File: src/rtl/pipe_ir_chain_if.sv
// Pipeline IR chain bus.
// Carries the fetch input and the pipeline control inputs (flush, ext_stall)
// to the IR chain. Carries back the four pipeline IRs, the PC-advance enable,
// the load-use flag and the bubble counter.
//   master : drives fetch_ir/flush/ext_stall, observes IRs and status
//   slave  : the IR chain itself
interface pipe_ir_chain_if #(
  parameter int unsigned CNT_W = 16
);
  logic [31:0]      fetch_ir;
  logic             flush;
  logic             ext_stall;
  logic [31:0]      FDIR;
  logic [31:0]      DXIR;
  logic [31:0]      XMIR;
  logic [31:0]      MWIR;
  logic             pc_advance;
  logic             load_use;
  logic [CNT_W-1:0] bubble_count;

  modport master (
    output fetch_ir, flush, ext_stall,
    input  FDIR, DXIR, XMIR, MWIR, pc_advance, load_use, bubble_count
  );

  modport slave (
    input  fetch_ir, flush, ext_stall,
    output FDIR, DXIR, XMIR, MWIR, pc_advance, load_use, bubble_count
  );
endinterface

File: src/rtl/pipe_ir_chain.sv
// Instruction-register chain of the 5-stage pipeline.
// Holds the FD/DX/XM/MW IRs, detects load-use hazards, inserts bubbles,
// applies branch/jump flushes and multdiv stalls, and counts inserted bubbles
// in a saturating counter.
// Ports:
//   clock    rising-edge clock
//   reset_n  asynchronous active-low reset (all IRs = NOP, count = 0)
//   bus      pipe_ir_chain_if.slave: fetch_ir, flush, ext_stall in;
//            FDIR, DXIR, XMIR, MWIR, pc_advance, load_use, bubble_count out
module pipe_ir_chain #(
  parameter logic [31:0] NOP   = 32'h0000_0000,
  parameter int unsigned CNT_W = 16
) (
  input  logic          clock,
  input  logic          reset_n,
  pipe_ir_chain_if.slave bus
);

  localparam logic [4:0] OP_ALU  = 5'd0;
  localparam logic [4:0] OP_BNE  = 5'd2;
  localparam logic [4:0] OP_JR   = 5'd4;
  localparam logic [4:0] OP_ADDI = 5'd5;
  localparam logic [4:0] OP_BLT  = 5'd6;
  localparam logic [4:0] OP_SW   = 5'd7;
  localparam logic [4:0] OP_LW   = 5'd8;

  typedef enum logic [1:0] {
    UPD_ADVANCE,
    UPD_BUBBLE,
    UPD_STALL,
    UPD_FLUSH
  } upd_e;

  logic [31:0]      fdIr, dxIr, xmIr, mwIr;
  logic [CNT_W-1:0] bubbleCount;
  logic [CNT_W-1:0] countNext;
  logic [CNT_W:0]   countSum;
  logic [1:0]       bubbleInc;
  upd_e             upd;

  logic [4:0] fdOp, fdRd, fdRs, fdRt, dxOp, dxRd;
  logic       readsRs, readsRt, readsRd;
  logic       loadUse;

  assign fdOp = fdIr[31:27];
  assign fdRd = fdIr[26:22];
  assign fdRs = fdIr[21:17];
  assign fdRt = fdIr[16:12];
  assign dxOp = dxIr[31:27];
  assign dxRd = dxIr[26:22];

  // Source-register usage of the instruction sitting in decode.
  always_comb begin
    readsRs = 1'b0;
    readsRt = 1'b0;
    readsRd = 1'b0;
    case (fdOp)
      OP_ALU:          begin readsRs = 1'b1; readsRt = 1'b1; end
      OP_ADDI, OP_LW:  readsRs = 1'b1;
      OP_SW:           begin readsRs = 1'b1; readsRd = 1'b1; end
      OP_BNE, OP_BLT:  begin readsRd = 1'b1; readsRs = 1'b1; end
      OP_JR:           readsRd = 1'b1;
      default:         ;
    endcase
  end

  // r0 is hard-wired zero, so a load into it never creates a dependency.
  assign loadUse = (dxOp == OP_LW) && (dxRd != 5'd0) &&
                   ((readsRs && (fdRs == dxRd)) ||
                    (readsRt && (fdRt == dxRd)) ||
                    (readsRd && (fdRd == dxRd)));

  // A resolved branch in X wins over any stall source.
  always_comb begin
    upd = UPD_ADVANCE;
    if (bus.flush)          upd = UPD_FLUSH;
    else if (bus.ext_stall) upd = UPD_STALL;
    else if (loadUse)       upd = UPD_BUBBLE;
  end

  // A flush only counts when it actually kills live instructions.
  always_comb begin
    bubbleInc = 2'd0;
    case (upd)
      UPD_FLUSH:   bubbleInc = ((fdIr == NOP) && (dxIr == NOP)) ? 2'd0 : 2'd2;
      UPD_STALL,
      UPD_BUBBLE:  bubbleInc = 2'd1;
      default:     bubbleInc = 2'd0;
    endcase
  end

  // Saturating add: carry out of the counter width pins the count at all-ones.
  assign countSum  = {1'b0, bubbleCount} + (CNT_W+1)'(bubbleInc);
  assign countNext = countSum[CNT_W] ? '1 : countSum[CNT_W-1:0];

  always_ff @(posedge clock or negedge reset_n) begin
    if (!reset_n) begin
      fdIr        <= NOP;
      dxIr        <= NOP;
      xmIr        <= NOP;
      mwIr        <= NOP;
      bubbleCount <= '0;
    end else begin
      bubbleCount <= countNext;
      case (upd)
        UPD_FLUSH: begin
          fdIr <= NOP;
          dxIr <= NOP;
          xmIr <= dxIr;
          mwIr <= xmIr;
        end
        UPD_STALL: begin
          // Upstream stages freeze; MW gets a bubble so the instruction in
          // XM is not written back twice.
          mwIr <= NOP;
        end
        UPD_BUBBLE: begin
          dxIr <= NOP;
          xmIr <= dxIr;
          mwIr <= xmIr;
        end
        default: begin
          fdIr <= bus.fetch_ir;
          dxIr <= fdIr;
          xmIr <= dxIr;
          mwIr <= xmIr;
        end
      endcase
    end
  end

  assign bus.FDIR         = fdIr;
  assign bus.DXIR         = dxIr;
  assign bus.XMIR         = xmIr;
  assign bus.MWIR         = mwIr;
  assign bus.load_use     = loadUse;
  assign bus.pc_advance   = bus.flush | (~bus.ext_stall & ~loadUse);
  assign bus.bubble_count = bubbleCount;

endmodule

File: src/flat_wrapper.sv
// flat-port wrapper written by rule: the top's interface ports become plain ports
module pipe_ir_chain_flat 
#(
  parameter logic [31:0] NOP   = 32'h0000_0000,
  parameter int unsigned CNT_W = 16
)
  (clock, reset_n, bus_fetch_ir, bus_flush, bus_ext_stall, bus_FDIR, bus_DXIR, bus_XMIR, bus_MWIR, bus_pc_advance, bus_load_use, bus_bubble_count);
  pipe_ir_chain_if #(.CNT_W(CNT_W)) bus_i ();
  input  logic clock;
  input  logic reset_n;
  input wire logic [$bits(bus_i.fetch_ir)-1:0] bus_fetch_ir;
  input wire logic [$bits(bus_i.flush)-1:0] bus_flush;
  input wire logic [$bits(bus_i.ext_stall)-1:0] bus_ext_stall;
  output wire logic [$bits(bus_i.FDIR)-1:0] bus_FDIR;
  output wire logic [$bits(bus_i.DXIR)-1:0] bus_DXIR;
  output wire logic [$bits(bus_i.XMIR)-1:0] bus_XMIR;
  output wire logic [$bits(bus_i.MWIR)-1:0] bus_MWIR;
  output wire logic [$bits(bus_i.pc_advance)-1:0] bus_pc_advance;
  output wire logic [$bits(bus_i.load_use)-1:0] bus_load_use;
  output wire logic [$bits(bus_i.bubble_count)-1:0] bus_bubble_count;
  assign bus_i.fetch_ir = bus_fetch_ir;
  assign bus_i.flush = bus_flush;
  assign bus_i.ext_stall = bus_ext_stall;
  assign bus_FDIR = bus_i.FDIR;
  assign bus_DXIR = bus_i.DXIR;
  assign bus_XMIR = bus_i.XMIR;
  assign bus_MWIR = bus_i.MWIR;
  assign bus_pc_advance = bus_i.pc_advance;
  assign bus_load_use = bus_i.load_use;
  assign bus_bubble_count = bus_i.bubble_count;
  pipe_ir_chain #(.NOP(NOP), .CNT_W(CNT_W)) u_core (.clock(clock), .reset_n(reset_n), .bus(bus_i));
endmodule
File: config.mk
export PLATFORM = sky130hd
export DESIGN_NAME = pipe_ir_chain_flat
export DESIGN_NICKNAME = d
export VERILOG_FILES = /design/src/rtl/pipe_ir_chain_if.sv /design/src/rtl/pipe_ir_chain.sv /design/src/flat_wrapper.sv
export SDC_FILE = /design/constraint.sdc
export NUM_CORES = 1
export LEC_CHECK = 0
export BUFFER_PORTS_ARGS = -buffer_cell sky130_fd_sc_hd__buf_4
export CELL_PAD_IN_SITES_DETAIL_PLACEMENT = 1
export CELL_PAD_IN_SITES_GLOBAL_PLACEMENT = 2
export CORE_UTILIZATION = 34
export CTS_BUF_LIST = sky130_fd_sc_hd__clkbuf_8
export CTS_CLUSTER_SIZE = 10
export DETAILED_ROUTE_END_ITERATION = 10
export PLACE_DENSITY_LB_ADDON = 0.1
export SETUP_SLACK_MARGIN = 0.2
export SKIP_LAST_GASP = 1
export SYNTH_ARGS = -nofsm -noshare
export SYNTH_HDL_FRONTEND = slang
export SYNTH_SLANG_ARGS = --single-unit
export TNS_END_PERCENT = 50
File: constraint.sdc
create_clock -name clock -period 3.65 [get_ports clock]
set_clock_uncertainty 0.05 [all_clocks]
set_input_delay 0.73 -clock clock [delete_from_list [all_inputs] [get_ports clock]]
set_output_delay 0.73 -clock clock [all_outputs]
set_load 0.05 [all_outputs]
Yosys cells after proc, flatten, opt, wreduce, memory -nomap -nowiden:

Cells that the tools add are included.

* divide/modulo/power cells: 0
* $mul: 0
* shift-type cells: 0
* $lt $le $gt $ge: 0
* $add $sub $neg: 1
* eq/ne operators: 13
* bitwise gates (word level): 4
* reduce and logical (&&, ||, !) cells: 16
* muxes and demuxes: 12

Operators with widths (number)
* one-hot mux 32 bit (2 select lines): 2
* zero test 32 bit: 2
* two-way mux 32 bit: 1
* == test 5 x 3 -> 1 bit (second input constant): 4
* adder 16 x 2 -> 17 bit: 1
* two-way mux 16 bit: 1
* == test 5 bit: 3
* == test 5 x 4 -> 1 bit (second input constant): 2
* logical AND 1 bit: 6
* two-way mux 2 bit: 3
* OR reduction 6 bit: 1
* == test 5 x 2 -> 1 bit (second input constant): 1
* zero test 5 bit: 1
* nonzero test 5 bit: 1
* == test 2 bit (second input constant): 2
* two-way mux 1 bit: 4
* one-hot mux 2 bit (2 select lines): 1
* OR reduction 2 bit: 2
* OR reduction 4 bit: 1
* == test 2 x 1 -> 1 bit (second input constant): 1
* logical OR 1 bit: 2
* inverter 1 bit: 2
* bitwise AND 1 bit: 1
* bitwise OR 1 bit: 1

* output and inout bits: 146
* bits in writable memories: 0
* memories kept: 0
* memory bits (read-only): 0
* logic and storage cells: 51
* bits in registers: 144
* latch bits: 0
* input bits: 36

Depth between registers and ports, before layout:

* word-level depth: 15
* mapped depth: 16
* depth with buffers taken out: 13

Worst setup path before layout:

OpenSTA, ideal clock, no wires.

* path type: register to register
* start: reg u_core.dxIr[26] (netlist: u_core.bus.DXIR[26])
* end: reg u_core.bubbleCount[10] (netlist: u_core.bus.bubble_count[10])
* arrival: 4.040 ns
* slack: -0.508 ns
* stages on the path, launching flop included: 17
* required time: 3.532 ns
* period minus slack after synthesis: 4.158 ns
* setup time: 0.068 ns
* cell sequence: dfrtp_1 > buf_2 > xnor2_1 > nand3_1 > or4_4 > a31oi_4 > a21oi_2 > inv_2 > buf_4 > ha_1 > fa_1 > and4_1 > nand4_1 > nor2_1 > nand3_1 > clkbuf_1 > nand2_1

* word-level cells in the longest chain between the ends: 13

Ends and longest elaborated chain
* from (decl): line pipe_ir_chain.sv:34 `logic [31:0] fdIr, dxIr, xmIr, mwIr;`
* from (signal assigned): line pipe_ir_chain.sv:124 `dxIr <= fdIr;`
* == test 5 bit (on tied branches): line pipe_ir_chain.sv:69, pipe_ir_chain.sv:70
* logical AND 1 bit (on tied branches): line pipe_ir_chain.sv:69, pipe_ir_chain.sv:70
* logical OR 1 bit: line pipe_ir_chain.sv:69 `((readsRs && (fdRs == dxRd)) ||`
* logical OR 1 bit: line pipe_ir_chain.sv:70 `(readsRt && (fdRt == dxRd)) ||`
* logical AND 1 bit *: line pipe_ir_chain.sv:68 `assign loadUse = (dxOp == OP_LW) && (dxRd != 5'd0) &&`
* named net bus_load_use: line flat_wrapper.sv:19 `output wire logic [$bits(bus_i.load_use)-1:0] bus_load_use;`
* two-way mux 1 bit *: line pipe_ir_chain.sv:78 `else if (loadUse) upd = UPD_BUBBLE;`
* two-way mux 2 bit *: line pipe_ir_chain.sv:77 `else if (bus.ext_stall) upd = UPD_STALL;`
* two-way mux 2 bit *: line pipe_ir_chain.sv:76 `if (bus.flush) upd = UPD_FLUSH;`
* == test 2 x 1 -> 1 bit / == test 2 bit (equally long branches): line pipe_ir_chain.sv:84 `case (upd)`
* OR reduction 2 bit (no line)
* one-hot mux 2 bit (2 select lines) *: line pipe_ir_chain.sv:84
* adder 16 x 2 -> 17 bit *: line pipe_ir_chain.sv:93 `assign countSum = {1'b0, bubbleCount} + (CNT_W+1)'(bubbleInc);`
* two-way mux 16 bit *: line pipe_ir_chain.sv:94 `assign countNext = countSum[CNT_W] ? '1 : countSum[CNT_W-1:0];`
* named net u_core.countNext[10]: line pipe_ir_chain.sv:36 `logic [CNT_W-1:0] countNext;`
* to (signal assigned): line pipe_ir_chain.sv:104 `bubbleCount <= countNext;`
* to (decl): line pipe_ir_chain.sv:35 `logic [CNT_W-1:0] bubbleCount;`

Mark *: on every way through the listed nets, which the timed path passes. The rest lies on a longest branch.
A chain may end at the register's enable or synchronous reset.

Final worst setup path:

* start: reg u_core.dxIr[22] (netlist: u_core.bus.DXIR[22])
* end: reg u_core.bubbleCount[12] (netlist: u_core.bus.bubble_count[12])

* word-level cells in the longest chain between the ends: 13

Ends and longest elaborated chain (line)
* == test 5 bit (on tied branches): pipe_ir_chain.sv:69, pipe_ir_chain.sv:70
* logical AND 1 bit (on tied branches): pipe_ir_chain.sv:69, pipe_ir_chain.sv:70
* logical OR 1 bit: pipe_ir_chain.sv:69
* logical OR 1 bit: pipe_ir_chain.sv:70
* logical AND 1 bit: pipe_ir_chain.sv:68
* two-way mux 1 bit: pipe_ir_chain.sv:78
* two-way mux 2 bit: pipe_ir_chain.sv:77
* two-way mux 2 bit: pipe_ir_chain.sv:76
* == test 2 x 1 -> 1 bit / == test 2 bit (equally long branches): pipe_ir_chain.sv:84
* OR reduction 2 bit (no line)
* one-hot mux 2 bit (2 select lines) *: pipe_ir_chain.sv:84
* adder 16 x 2 -> 17 bit *: pipe_ir_chain.sv:93
* two-way mux 16 bit *: pipe_ir_chain.sv:94
* named net u_core.countNext[12]: pipe_ir_chain.sv:36

Marked as above.

==> flow_summary.json <==
{
  "post-route-min-period_ns": 3.22,
  "fin_nets": 639,
  "cts_made_buffers": 17,
  "synth_ff_type": "dfrtp_1",
  "ff2ff_path_depth": 13,
  "leakage_nw": 4.03,
  "ys_seq_elements": 144,
  "vdd_ir_drop_max_v": 0.000394,
  "synth_xor_area_share_pct": 4.00,
  "end_kind": "flop",
  "slew_viol_final": 0,
  "grt_antenna_before_repair": 0,
  "grt_util_all_layers_pct": 19.6,
  "synthCells": 417,
  "synth_edf_count": 0,
  "antennaDiodeCount": 0,
  "routed_wl_um": 15900,
  "power.density_nw_per_um2": 546,
  "worst_pin_slew_ns": 0.926,
  "worstPathRequired_ns": 3.93,
  "whs_ns": 0.322,
  "grt_pass1_wl_um": 26000,
  "cts_tree": "yes",
  "synth-simple-area-share_pct": 10.3,
  "area_growth_pct": 38.0,
  "startpoint_type": "flop",
  "cap_viol_max_count": 0,
  "use_met2_pct": 30.6,
  "die_area_um2": 17200,
  "grt_start_max_net_pins": 103,
  "drcViolationCount": 0,
  "clk_pin_slew_ns": 0.08,
  "r2r-end": "u_core.bus.bubble_count[12]$_DFF_PN0_",
  "io_buffers": 181,
  "die_w_um": 131,
  "num_rows": 46,
  "timing.rr.start": "u_core.bus.DXIR[22]$_DFFE_PN0N_",
  "power_mw": 4.27,
  "rsz0062_at_grt": "false",
  "path_class": "flop to flop",
  "use_met1_pct": 25.4,
  "synth_compound_area_share_pct": 11.3,
  "rrSetupSlack_ns": 0.43,
  "busiest_layer": "met2",
  "synth_area_um2": 5670,
  "clock-sinks": 144,
  "syn-num-nets": 456,
  "synthAdderAreaFrac_pct": 0.795,
  "place_congestion": 0.800,
  "tns_ns": 0,
  "core_um2": 16100,
  "synth_warnings": 0,
  "final_cell_mix": "buf_4, dfrtp_1, a22o_1",
  "viasPerCell": 4.98,
  "startpoint": "u_core.bus.DXIR[22]$_DFFE_PN0N_",
  "synth_top_family_by_area": "compound AO/OA/AOI/OAI gates",
  "syn_area_per_cell_um2": 13.6,
  "place_area_um2": 7270,
  "arrival_ns": 3.50,
  "antenna_left": 0,
  "status": "finished clean",
  "crit_fanout": 7,
  "ys_types": 37,
  "die_h_um": 131,
  "max_freq_ghz": 0.310,
  "slew_headroom_pct": 38.3,
  "layout.cells.most_common": "buf_4",
  "setup_viol": 0,
  "place_hpwl_um": 11100,
  "drt_iter0_drc": 221,
  "start_util_pct": 35.3,
  "h-tree-depth": 4,
  "insertion_delay_ns": 0.45,
  "fin_util_pct": 48.7,
  "synth_async_sr_flop_share_pct": 100,
  "drive_gt1_share_pct": 45.5,
  "grtUsageMet3_pct": 6.56,
  "drt_first_pass_iters": 4,
  "fill_cells": 1655,
  "routed-via-count": 4130,
  "ios": 182,
  "hold_viol": 0,
  "period_share_pct": 88.3,
  "clock-root-buffer": "clkbuf_8",
  "min_path_type": "input pin to asynchronous set/reset pin",
  "finish.instance_area_um2": 7820,
  "grt_pass1_vias": 4534,
  "cp-endpoint": "u_core.bus.bubble_count[12]$_DFF_PN0_",
  "overflow": 0,
  "post_drt_wl_per_cell_um": 19.1,
  "synth_mux_area_share_pct": 7.11,
  "seq_area_frac_synth_pct": 63.6,
  "cts_buffer_depth": 2
}
[flip-flops by register name, indices dropped and copies added, names as in the netlist]
| signal | cells |
|---|---|
| u_core.bus.XMIR | 32 |
| u_core.bus.FDIR | 32 |
| u_core.bus.DXIR | 32 |
| u_core.bus.MWIR | 32 |
| u_core.bus.bubble_count | 16 |
[synth_stat cells, types with 3 or more instances]
cell type  number  area share, %
xor2_1         14            2.2
a31oi_1         3           0.33
mux2_2         34            6.8
a22o_1         63            9.7
dfrtp_1       144             64
buf_2          10           0.88
nor3_1          3           0.26
nand4_1         9           0.99
nor2_1         10           0.66
nand3_1         6           0.53
nor2b_1        34            3.8
nor4_1         14            1.5
nand2_1        20            1.3
clkbuf_1       12           0.79
xnor2_1        10            1.5
o21ai_0         3           0.26
[critical path, cell delays in order (launching register included)]
cell,delay [ns]
dfrtp_2,0.47
xnor2_1,0.20
nand3_1,0.14
or4_4,0.52
a31oi_4,0.22
a21oi_4,0.08
inv_2,0.08
ha_4,0.14
fa_2,0.24
and4_1,0.27
nand4_1,0.22
buf_4,0.22
a31oi_1,0.16
mux2i_1,0.09
[logic make-up after synthesis]
kind of cell,count (synthesis)
AO/OA/AOI/OAI,75
adder cells (fa/ha/maj),3
multiplexers,36
flip-flops,144
XOR/XNOR,25
AND/OR/NAND/NOR,105
buffers and inverters,29
[how the worst min path moves through the flow]
stage                                         start                        endpoint  slack, ns  depth (start not counted)
floorplan                                   reset_n  u_core.bus.DXIR[0]$_DFFE_PN0N_       0.38                          0
global placement     u_core.bus.XMIR[3]$_DFFE_PN0N_    u_core.bus.MWIR[3]$_DFF_PN0_       0.44                          1
detailed placement  u_core.bus.XMIR[16]$_DFFE_PN0N_   u_core.bus.MWIR[16]$_DFF_PN0_       0.45                          1
CTS                                         reset_n   u_core.bus.MWIR[28]$_DFF_PN0_       0.37                          1
global route                                reset_n   u_core.bus.MWIR[28]$_DFF_PN0_       0.40                          1
finish                                      reset_n   u_core.bus.MWIR[28]$_DFF_PN0_       0.32                          1
[routing by layer]
metal / share of wire (%) / vias up
li1: - / 1864
met1: 44 / 2116
met2: 48 / 130
met3: 6.8 / 20
met4: 1.7 / 0
met5: 0 / -
[per-stage QoR]
stage / setup slack, ns / instances
6_report: 0.429 / 829
5_1_grt: 0.192 / 829
4_1_cts: 0.210 / 826
3_5_place_dp: 0.247 / 794
3_3_place_gp: 0.429 / 794
2_1_floorplan: -0.101 / 417
[layout make-up]
class	count	area, um^2	area share, %
Sequential cell	144	3620	46.3
Multi-Input combinational cell	244	1970	25.2
Timing Repair Buffer	191	1450	18.5
Tap cell	216	270	3.46
Clock buffer	19	262	3.34
Clock inverter	13	243	3.10
Inverter	2	7.51	0.0960
[where the power goes]
group	internal (mW)	total, mW	switching (mW)
Combinational	0.286	0.864	0.577
Sequential	1.70	1.82	0.126
Clock	0.981	1.58	0.601
Total	2.96	4.27	1.30
[repair_timing]
item	CTS	global route
setup buffers	0	3
hold buffers	0	0
resized for setup	0	3
endpoints found under the setup margin	0	14
Power figures use the tool's default switching activity.
